File: config.mk
export PLATFORM = sky130hd
export DESIGN_NAME = zone_color_accum
export DESIGN_NICKNAME = d
export VERILOG_FILES = /design/src/rtl/zone_color_accum.sv
export SDC_FILE = /design/constraint.sdc
export NUM_CORES = 1
export LEC_CHECK = 0
export CELL_PAD_IN_SITES_DETAIL_PLACEMENT = 0
export CELL_PAD_IN_SITES_GLOBAL_PLACEMENT = 1
export CORE_MARGIN = 2
export CORE_UTILIZATION = 43
export CTS_CLUSTER_DIAMETER = 200
export CTS_CLUSTER_SIZE = 30
export DETAILED_ROUTE_END_ITERATION = 8
export GPL_TIMING_DRIVEN = 0
export HOLD_SLACK_MARGIN = 0.15
export PLACE_DENSITY_LB_ADDON = 0.2
export SYNTH_ARGS = -nofsm -noshare
export SYNTH_HDL_FRONTEND = slang
export SYNTH_SLANG_ARGS = --single-unit
export TNS_END_PERCENT = 10
File: constraint.sdc
create_clock -name video_clk -period 3.8 [get_ports video_clk]
set_input_delay 0.95 -clock video_clk [delete_from_list [all_inputs] [get_ports video_clk]]
set_output_delay 0.95 -clock video_clk [all_outputs]
set_load 0.01 [all_outputs]
File: src/rtl/zone_color_accum.sv
// Zone colour accumulator: sums the top band of each frame into equal-width column
// zones and streams the per-zone mean colours as RGB888 over valid/ready.
module zone_color_accum #(
  parameter int unsigned SAMP_H      = 128,
  parameter int unsigned ZONES_LOG2  = 3,
  parameter int unsigned ZONE_W_LOG2 = 4,
  parameter int unsigned ROWS_LOG2   = 5
) (
  input  logic                  video_clk,
  input  logic                  rst_n,
  input  logic                  frame_start,
  input  logic [15:0]           pdata_i,
  input  logic                  data_val,
  output logic                  out_valid,
  input  logic                  out_ready,
  output logic [ZONES_LOG2-1:0] out_zone,
  output logic [23:0]           out_rgb,
  output logic                  frame_done,
  output logic                  overrun
);

  localparam int unsigned ZONES = 2 ** ZONES_LOG2;
  localparam int unsigned COL_W = ZONES_LOG2 + ZONE_W_LOG2;
  localparam int unsigned SHIFT = ZONE_W_LOG2 + ROWS_LOG2;
  localparam int unsigned RB_W  = 5 + SHIFT;
  localparam int unsigned G_W   = 6 + SHIFT;
  localparam logic [COL_W-1:0] COL_LAST = COL_W'(SAMP_H - 1);

  typedef enum logic [1:0] {WAIT_FRAME, ACCUM, DRAIN} state_t;

  state_t                 state;
  logic [COL_W-1:0]       col_cnt;
  logic [ROWS_LOG2-1:0]   row_cnt;
  logic [RB_W-1:0]        acc_r [ZONES];
  logic [G_W-1:0]         acc_g [ZONES];
  logic [RB_W-1:0]        acc_b [ZONES];
  logic [RB_W-1:0]        acc_r_nxt [ZONES];
  logic [G_W-1:0]         acc_g_nxt [ZONES];
  logic [RB_W-1:0]        acc_b_nxt [ZONES];
  logic [ZONES_LOG2-1:0]  zone_sel;
  logic [ZONES_LOG2-1:0]  nxt_zone;
  logic                   hit;

  // Truncating mean (drop SHIFT LSBs) followed by MSB replication to 8 bits.
  function automatic logic [23:0] expand(input logic [RB_W-1:0] r,
                                         input logic [G_W-1:0]  g,
                                         input logic [RB_W-1:0] b);
    logic [4:0] r5;
    logic [5:0] g6;
    logic [4:0] b5;
    r5 = r[RB_W-1 -: 5];
    g6 = g[G_W-1 -: 6];
    b5 = b[RB_W-1 -: 5];
    return {r5, r5[4:2], g6, g6[5:4], b5, b5[4:2]};
  endfunction

  // A frame_start in ACCUM restarts the band; a coincident sample becomes col 0 of it.
  always_comb begin
    hit      = 1'b0;
    zone_sel = frame_start ? '0 : col_cnt[COL_W-1 -: ZONES_LOG2];
    for (int unsigned z = 0; z < ZONES; z++) begin
      hit          = data_val && (zone_sel == ZONES_LOG2'(z));
      acc_r_nxt[z] = (frame_start ? '0 : acc_r[z]) + (hit ? RB_W'(pdata_i[15:11]) : '0);
      acc_g_nxt[z] = (frame_start ? '0 : acc_g[z]) + (hit ? G_W'(pdata_i[10:5])   : '0);
      acc_b_nxt[z] = (frame_start ? '0 : acc_b[z]) + (hit ? RB_W'(pdata_i[4:0])   : '0);
    end
  end

  assign nxt_zone = out_zone + 1'b1;

  always_ff @(posedge video_clk or negedge rst_n) begin
    if (!rst_n) begin
      state      <= WAIT_FRAME;
      col_cnt    <= '0;
      row_cnt    <= '0;
      out_valid  <= 1'b0;
      out_zone   <= '0;
      out_rgb    <= '0;
      frame_done <= 1'b0;
      overrun    <= 1'b0;
      for (int unsigned z = 0; z < ZONES; z++) begin
        acc_r[z] <= '0;
        acc_g[z] <= '0;
        acc_b[z] <= '0;
      end
    end else begin
      frame_done <= 1'b0;
      overrun    <= 1'b0;
      case (state)
        WAIT_FRAME: begin
          if (frame_start) begin
            col_cnt <= '0;
            row_cnt <= '0;
            for (int unsigned z = 0; z < ZONES; z++) begin
              acc_r[z] <= '0;
              acc_g[z] <= '0;
              acc_b[z] <= '0;
            end
            state <= ACCUM;
          end
        end
        ACCUM: begin
          for (int unsigned z = 0; z < ZONES; z++) begin
            acc_r[z] <= acc_r_nxt[z];
            acc_g[z] <= acc_g_nxt[z];
            acc_b[z] <= acc_b_nxt[z];
          end
          if (frame_start) begin
            col_cnt <= data_val ? COL_W'(1) : '0;
            row_cnt <= '0;
          end else if (data_val) begin
            col_cnt <= col_cnt + 1'b1;
            if (col_cnt == COL_LAST) begin
              row_cnt <= row_cnt + 1'b1;
              if (row_cnt == '1) begin
                // Zone 0 mean taken from the post-update sums so it is valid one cycle later.
                state     <= DRAIN;
                out_valid <= 1'b1;
                out_zone  <= '0;
                out_rgb   <= expand(acc_r_nxt[0], acc_g_nxt[0], acc_b_nxt[0]);
              end
            end
          end
        end
        DRAIN: begin
          overrun <= frame_start;
          if (out_ready) begin
            if (out_zone == '1) begin
              out_valid  <= 1'b0;
              out_zone   <= '0;
              out_rgb    <= '0;
              frame_done <= 1'b1;
              state      <= WAIT_FRAME;
            end else begin
              out_zone <= nxt_zone;
              out_rgb  <= expand(acc_r[nxt_zone], acc_g[nxt_zone], acc_b[nxt_zone]);
            end
          end
        end
        default: state <= WAIT_FRAME;
      endcase
    end
  end

endmodule

After elaboration in Yosys (flattened, before gate mapping):

Cells that the tools add are included.

* add/sub/neg operators: 27
* order comparisons: 1
* equal/unequal tests: 21
* muxes and demuxes: 106
* bitwise operators: 1
* reductions and logical operators: 18

Operator list (count)
* $pmux W112 S2: 2
* $mux W14: 20
* $pmux W120 S2: 1
* $add A14 B5 Y14: 16
* $mux W15: 10
* $mux W24: 6
* $add A15 B6 Y15: 8
* $mux W120: 1
* $mux W112: 1
* $mux W5: 20
* $bmux W14 S3: 2
* $mux W6: 8
* $pmux W24 S2: 1
* $bmux W15 S3: 1
* $mux W3: 7
* $mux W7: 3
* $eq A3 B3 Y1 const B: 5
* $mux W2: 7
* $ne A2 B2 Y1 const B: 7
* $pmux W7 S2: 1
* $reduce_and A7 Y1: 2
* $mux W1: 11
* $pmux W5 S2: 1
* $logic_and A1 B1 Y1: 8
* other kinds (22): 25

* register bits after elaboration: 388
* input port bits: 21
* word-level logic and storage cells: 206

Logic depth before layout (Yosys ltp):

* depth in word-level cells: 10
* gate-level depth with buffers: 16
* mapped depth without buffers: 13

Worst setup path after synthesis:

OpenSTA, ideal clock, no wires.

* path type: input to register
* start point: in frame_start
* end point: reg acc_b[104] (netlist name)
* data arrival time: 3859 ps
* path slack: -181 ps
* stages: 12
* path buffers: 5
* path through: clkbuf_1 buf_2 buf_1 clkbuf_1 clkbuf_1 nor2b_1 ha_1 fa_1 a211oi_1 o21bai_1 a41o_1 a32o_1

* word-level cells in the longest chain between the ends: 6

RTL lines
* start, declared: RTL line 11 `input logic frame_start,`
* $mux W3: RTL line 60 `zone_sel = frame_start ? '0 : col_cnt[COL_W-1 -: ZONES_LOG2];`
* $logic_not A3 Y1: RTL line 62 `hit = data_val && (zone_sel == ZONES_LOG2'(z));`
* $logic_and A1 B1 Y1: RTL line 62
* $mux W5: RTL line 65 `acc_b_nxt[z] = (frame_start ? '0 : acc_b[z]) + (hit ? RB_W'(pdata_i[4:0]) : '0);`
* $add A14 B5 Y14: RTL line 65
* $pmux W112 S2: RTL line 89 `case (state)`
* end signal, assigned by index: RTL line 106 `acc_b[z] <= acc_b_nxt[z];`
* end, declared: RTL line 36 `logic [RB_W-1:0] acc_b [ZONES];`

Several ways; a longest one is shown, not always the timed one.
A chain may end at the register's enable or synchronous reset.

Worst setup path in the final report:

* start point: in frame_start
* end point: reg out_rgb[4]

* word-level cells in the longest chain between the ends: 10

RTL lines
* $mux W3: RTL line 60
* $logic_not A3 Y1: RTL line 62
* $logic_and A1 B1 Y1: RTL line 62
* $mux W5: RTL line 65
* $add A14 B5 Y14: RTL line 65
* $mux W24: RTL line 115 `if (row_cnt == '1) begin`
* $mux W24: RTL line 113 `if (col_cnt == COL_LAST) begin`
* $mux W24: RTL line 111 `end else if (data_val) begin`
* $mux W24: RTL line 108 `if (frame_start) begin`
* $pmux W24 S2: RTL line 89
* end signal, assigned: RTL line 120 `out_rgb <= expand(acc_r_nxt[0], acc_g_nxt[0], acc_b_nxt[0]);`
* end signal, assigned: RTL line 136 `out_rgb <= expand(acc_r[nxt_zone], acc_g[nxt_zone], acc_b[nxt_zone]);`
* end, declared: RTL line 17 `output logic [23:0] out_rgb,`

Several ways; a longest one is shown, not always the timed one. The select of a mux whose other input is x is not followed.

==> impl_metrics.py <==
metrics = {
    "placed_design": {
        "dp.cells": 3769,
        "placed_cell_area_um2": 27770,
        "hpwl_mm": 75.64,
        "numPortBuffers": 49,
        "place_congestion": 0.9753,
    },
    "yosys": {
        "synth_nets": 3112,
        "synthFlopType": "dfrtp_1",
        "async_flop_share_pct": 100.0,
        "avgSynthCellArea_um2": 8.917,
        "synth_top_cells_by_area": "dfrtp_1 36%, ha_1 6.4%, o21ai_0 5.2%, nand2_1 4.1%, mux2i_1 4.0%",
        "syn_inst": 2934,
        "synth_top_area_share_pct": 36.34,
        "synth_area_leader_cell": "dfrtp_1",
        "syn_area_um2": 26160,
        "synth_seq_cells": 380,
        "ys_types": 79,
        "yosys_warnings": 0,
        "ys_seq_area_share_pct": 36.34,
        "synth_edf_count": 0,
    },
    "timing": {
        "maxSlewHeadroom_pct": -0.1916,
        "setup_ws_ns": -0.1193,
        "period_share_pct": 103.1,
        "fmax_ghz": 0.2552,
        "tightest_slew_ns": 1.497,
        "report.final.hold_viol_count": 0,
        "timing.final.max_slew_violations": 1,
        "finalSetupViolCount": 4,
        "finalSetupTns_ns": -0.2790,
        "fin_crit_ns": 3.919,
        "fin_skew_ns": 0.04772,
        "rsz0062_at_grt": "true",
    },
    "critical_path": {
        "endpoint": "out_rgb[4]",
        "cp_data_required_time_ns": 4.27,
        "r2r_end": "acc_g[81]",
        "cp-start-kind": "input port",
        "cp_max_fo": 10,
        "path_depth": 14,
        "critical-path-top-delay-family": "buffers and inverters",
        "cp-end-kind": "flip-flop",
        "rrSetupSlack_ns": 0.10,
        "slowest_stage": "fa_1",
        "path_buf_inv": 5,
        "cp.arrival_ns": 4.38,
        "path_common_cell": "clkbuf_4",
        "timing.rr.start": "state[0]",
        "reg2reg_depth": 6,
        "critPathMaxStageDelay_ns": 0.43,
        "path_cells": "clkbuf_4, buf_6, buf_4, clkbuf_8, clkbuf_4, nor2b_1, ha_1, fa_1, a211oi_1, o21bai_2, nand2_1, xor2_1, o221ai_1, o21a_1",
        "startpoint": "frame_start",
        "critPathKind": "input port to flip-flop",
    },
    "global_route": {
        "track_usage_pct": 33.16,
        "top_usage_layer": "met2",
        "grt_pass1_wl_mm": 154.8,
        "grt_overflow": 0,
        "grt_max_degree": 96,
        "grt.met1_usage_pct": 46.89,
        "grt_pass1_vias": 23000,
        "grt_use_met2_pct": 50.72,
        "grt_antenna_before_repair": 4,
        "grt_util_met3_pct": 6.277,
    },
    "status": {
        "violations": "max-capacitance violations, max-slew violations, negative setup slack",
        "outcome": "finished, violations left",
    },
    "die": {
        "num_io_pins": 51,
        "fp.dieW_um": 250.7,
        "die_h_um": 250.7,
        "placeableCoreArea_um2": 60250,
        "rows": 90,
        "initial_core_util_pct": 43.43,
        "die-area_um2": 62840,
    },
    "finish": {
        "fin_nets": 3194,
        "final_cells": 3801,
        "drive_gt1_share_pct": 7.328,
        "fin_util_pct": 47.97,
        "area_growth_pct": 10.46,
        "final_area_um2": 28900,
    },
    "drt": {
        "wl_per_cell_um": 27.70,
        "viasPerCell": 6.331,
        "ant_nets": 0,
        "drt_iter0_drc": 2760,
        "num_vias": 24070,
        "drc_errors": 0,
        "drt_first_pass_iters": 5,
        "drt-total-wl_mm": 105.3,
    },
    "power": {
        "p_leak_nw": 12.47,
        "cellPowerDensity_nw_per_um2": 245.0,
        "ir_worst_vdd_v": 0.0002445,
        "power_mw": 7.082,
    },
    "worst_hold_path": {
        "hold_class": "input port to async pin",
    },
    "clock_network": {
        "clk_path_buf_depth": 3,
        "cts_sinks": 380,
        "cts_root_buffer": "clkbuf_16",
        "clock_latency_ns": 0.60,
        "postCtsHoldBufs": 0,
        "htree_levels": 1,
        "clk_pin_slew_ns": 0.14,
        "cts_tree": "built",
        "cts-buffers-inserted": 16,
    },
    "flow_run": {
        "maxCapViolCount": 1,
    },
}
-- logic make-up (layout without fill, tap and decap cells) --
family	after synthesis	in the layout	share of synthesized area, %
other	0	3	0
adder cells (fa/ha/maj)	157	157	8.197
multiplexers	138	138	6.819
AO/OA/AOI/OAI	759	759	19.05
flip-flops	380	380	36.34
XOR/XNOR	100	100	3.348
buffers and inverters	264	346	4.041
AND/OR/NAND/NOR	1136	1136	22.20
-- worst reg2reg max path, cell delays in order, from the launching register on --
cell and delay (ns):
dfrtp_1 0.55, buf_2 0.43, inv_1 0.38, nor2_2 0.79, clkbuf_2 0.53, buf_1 0.69, a41oi_1 0.21
-- cells in the mapped netlist, types with 25 or more instances --
cell,instances
buf_1,25
o21a_1,25
nor2_1,195
a21oi_1,109
nor2b_1,147
clkbuf_1,120
and2_1,134
o21ai_0,273
nor3_1,60
mux2i_1,104
dfrtp_1,380
a211oi_1,32
and3_1,39
nand2_1,289
nand3_1,118
a21o_1,53
mux4_2,32
ha_1,133
a22o_1,62
xnor2_1,61
nand4_1,48
inv_1,85
xor2_1,39
-- power breakdown --
group | switching, mW | leakage, nW | internal [mW] | total [mW]
Sequential | 0.0399 | 5.27 | 4.10 | 4.14
Clock | 1.52 | 0.216 | 0.822 | 2.34
Combinational | 0.438 | 6.99 | 0.165 | 0.602
Total | 2.00 | 12.5 | 5.09 | 7.08
-- cell usage in the layout, fill, tap and decap left out, types with 25 or more instances in the layout --
cell,netlist,final
xnor2_1,61,60
a21oi_1,109,93
buf_1,25,25
mux2i_1,104,104
o21ai_0,273,261
a21o_1,53,52
inv_1,85,85
xor2_1,39,39
and3_1,39,39
nand2_1,289,289
nor2_1,195,188
mux4_2,32,32
dfrtp_1,380,380
nor3_1,60,59
ha_1,133,133
nor2b_1,147,147
and2_1,134,134
nand3_1,118,116
a22o_1,62,62
nand4_1,48,48
clkdlybuf4s50_1,0,47
clkbuf_1,120,93
-- through the flow --
step,hold slack (ns),setup WS (ns)
2_1_floorplan,0.4422,-0.03668
5_1_grt,0.3369,-0.1345
6_report,0.2958,-0.1193
3_3_place_gp,0.4542,-17.09
4_1_cts,0.3134,-0.06882
3_5_place_dp,0.4634,-2.514
-- metal layers --
metal	share of wire [%]	vias to the layer above
li1	-	10700
met1	44	12060
met2	43	1098
met3	8.9	203
met4	4.0	0
met5	0	-
-- timing repair --
| action | 4_1_cts | 5_1_grt |
|---|---|---|
| setup endpoints to repair | 326 | 118 |
| buffers inserted | 8 | 3 |
| gates resized for setup | 102 | 66 |
| pin swaps | 6 | 10 |
-- final cells by class --
| cell class | instances | area, µm² |
|---|---|---|
| fill | 5712 | 31340 |
| antenna | 3 | 7.507 |
| multi-input combinational | 2290 | 16120 |
| clock buffer | 17 | 425.4 |
| inverter | 87 | 331.6 |
| timing repair buffer | 64 | 699.4 |
| clock inverter | 1 | 11.26 |
| buffer | 177 | 819.5 |
| sequential | 380 | 9509 |
| tap | 782 | 978.4 |
-- how the worst min path moves through the flow --
stage | from | cells after the start | slack, ns | endpoint
floorplan | acc_b[100] | 2 | 0.44 | acc_b[100]
detailed placement | acc_r[44] | 2 | 0.46 | acc_r[44]
global route | rst_n | 1 | 0.34 | acc_g[75]
CTS | rst_n | 1 | 0.31 | acc_g[75]
finish | rst_n | 1 | 0.30 | acc_g[61]
global placement | acc_g[93] | 2 | 0.45 | acc_g[93]
-- registers in the layout, summed over array words and instances (netlist names) --
| register | cells |
|---|---|
| acc_r | 112 |
| frame_done | 1 |
| out_valid | 1 |
| col_cnt | 7 |
| out_zone | 3 |
| acc_g | 120 |
| out_rgb | 16 |
| acc_b | 112 |
| overrun | 1 |
| row_cnt | 5 |
| state | 2 |
Power figures use the tool's default switching activity.
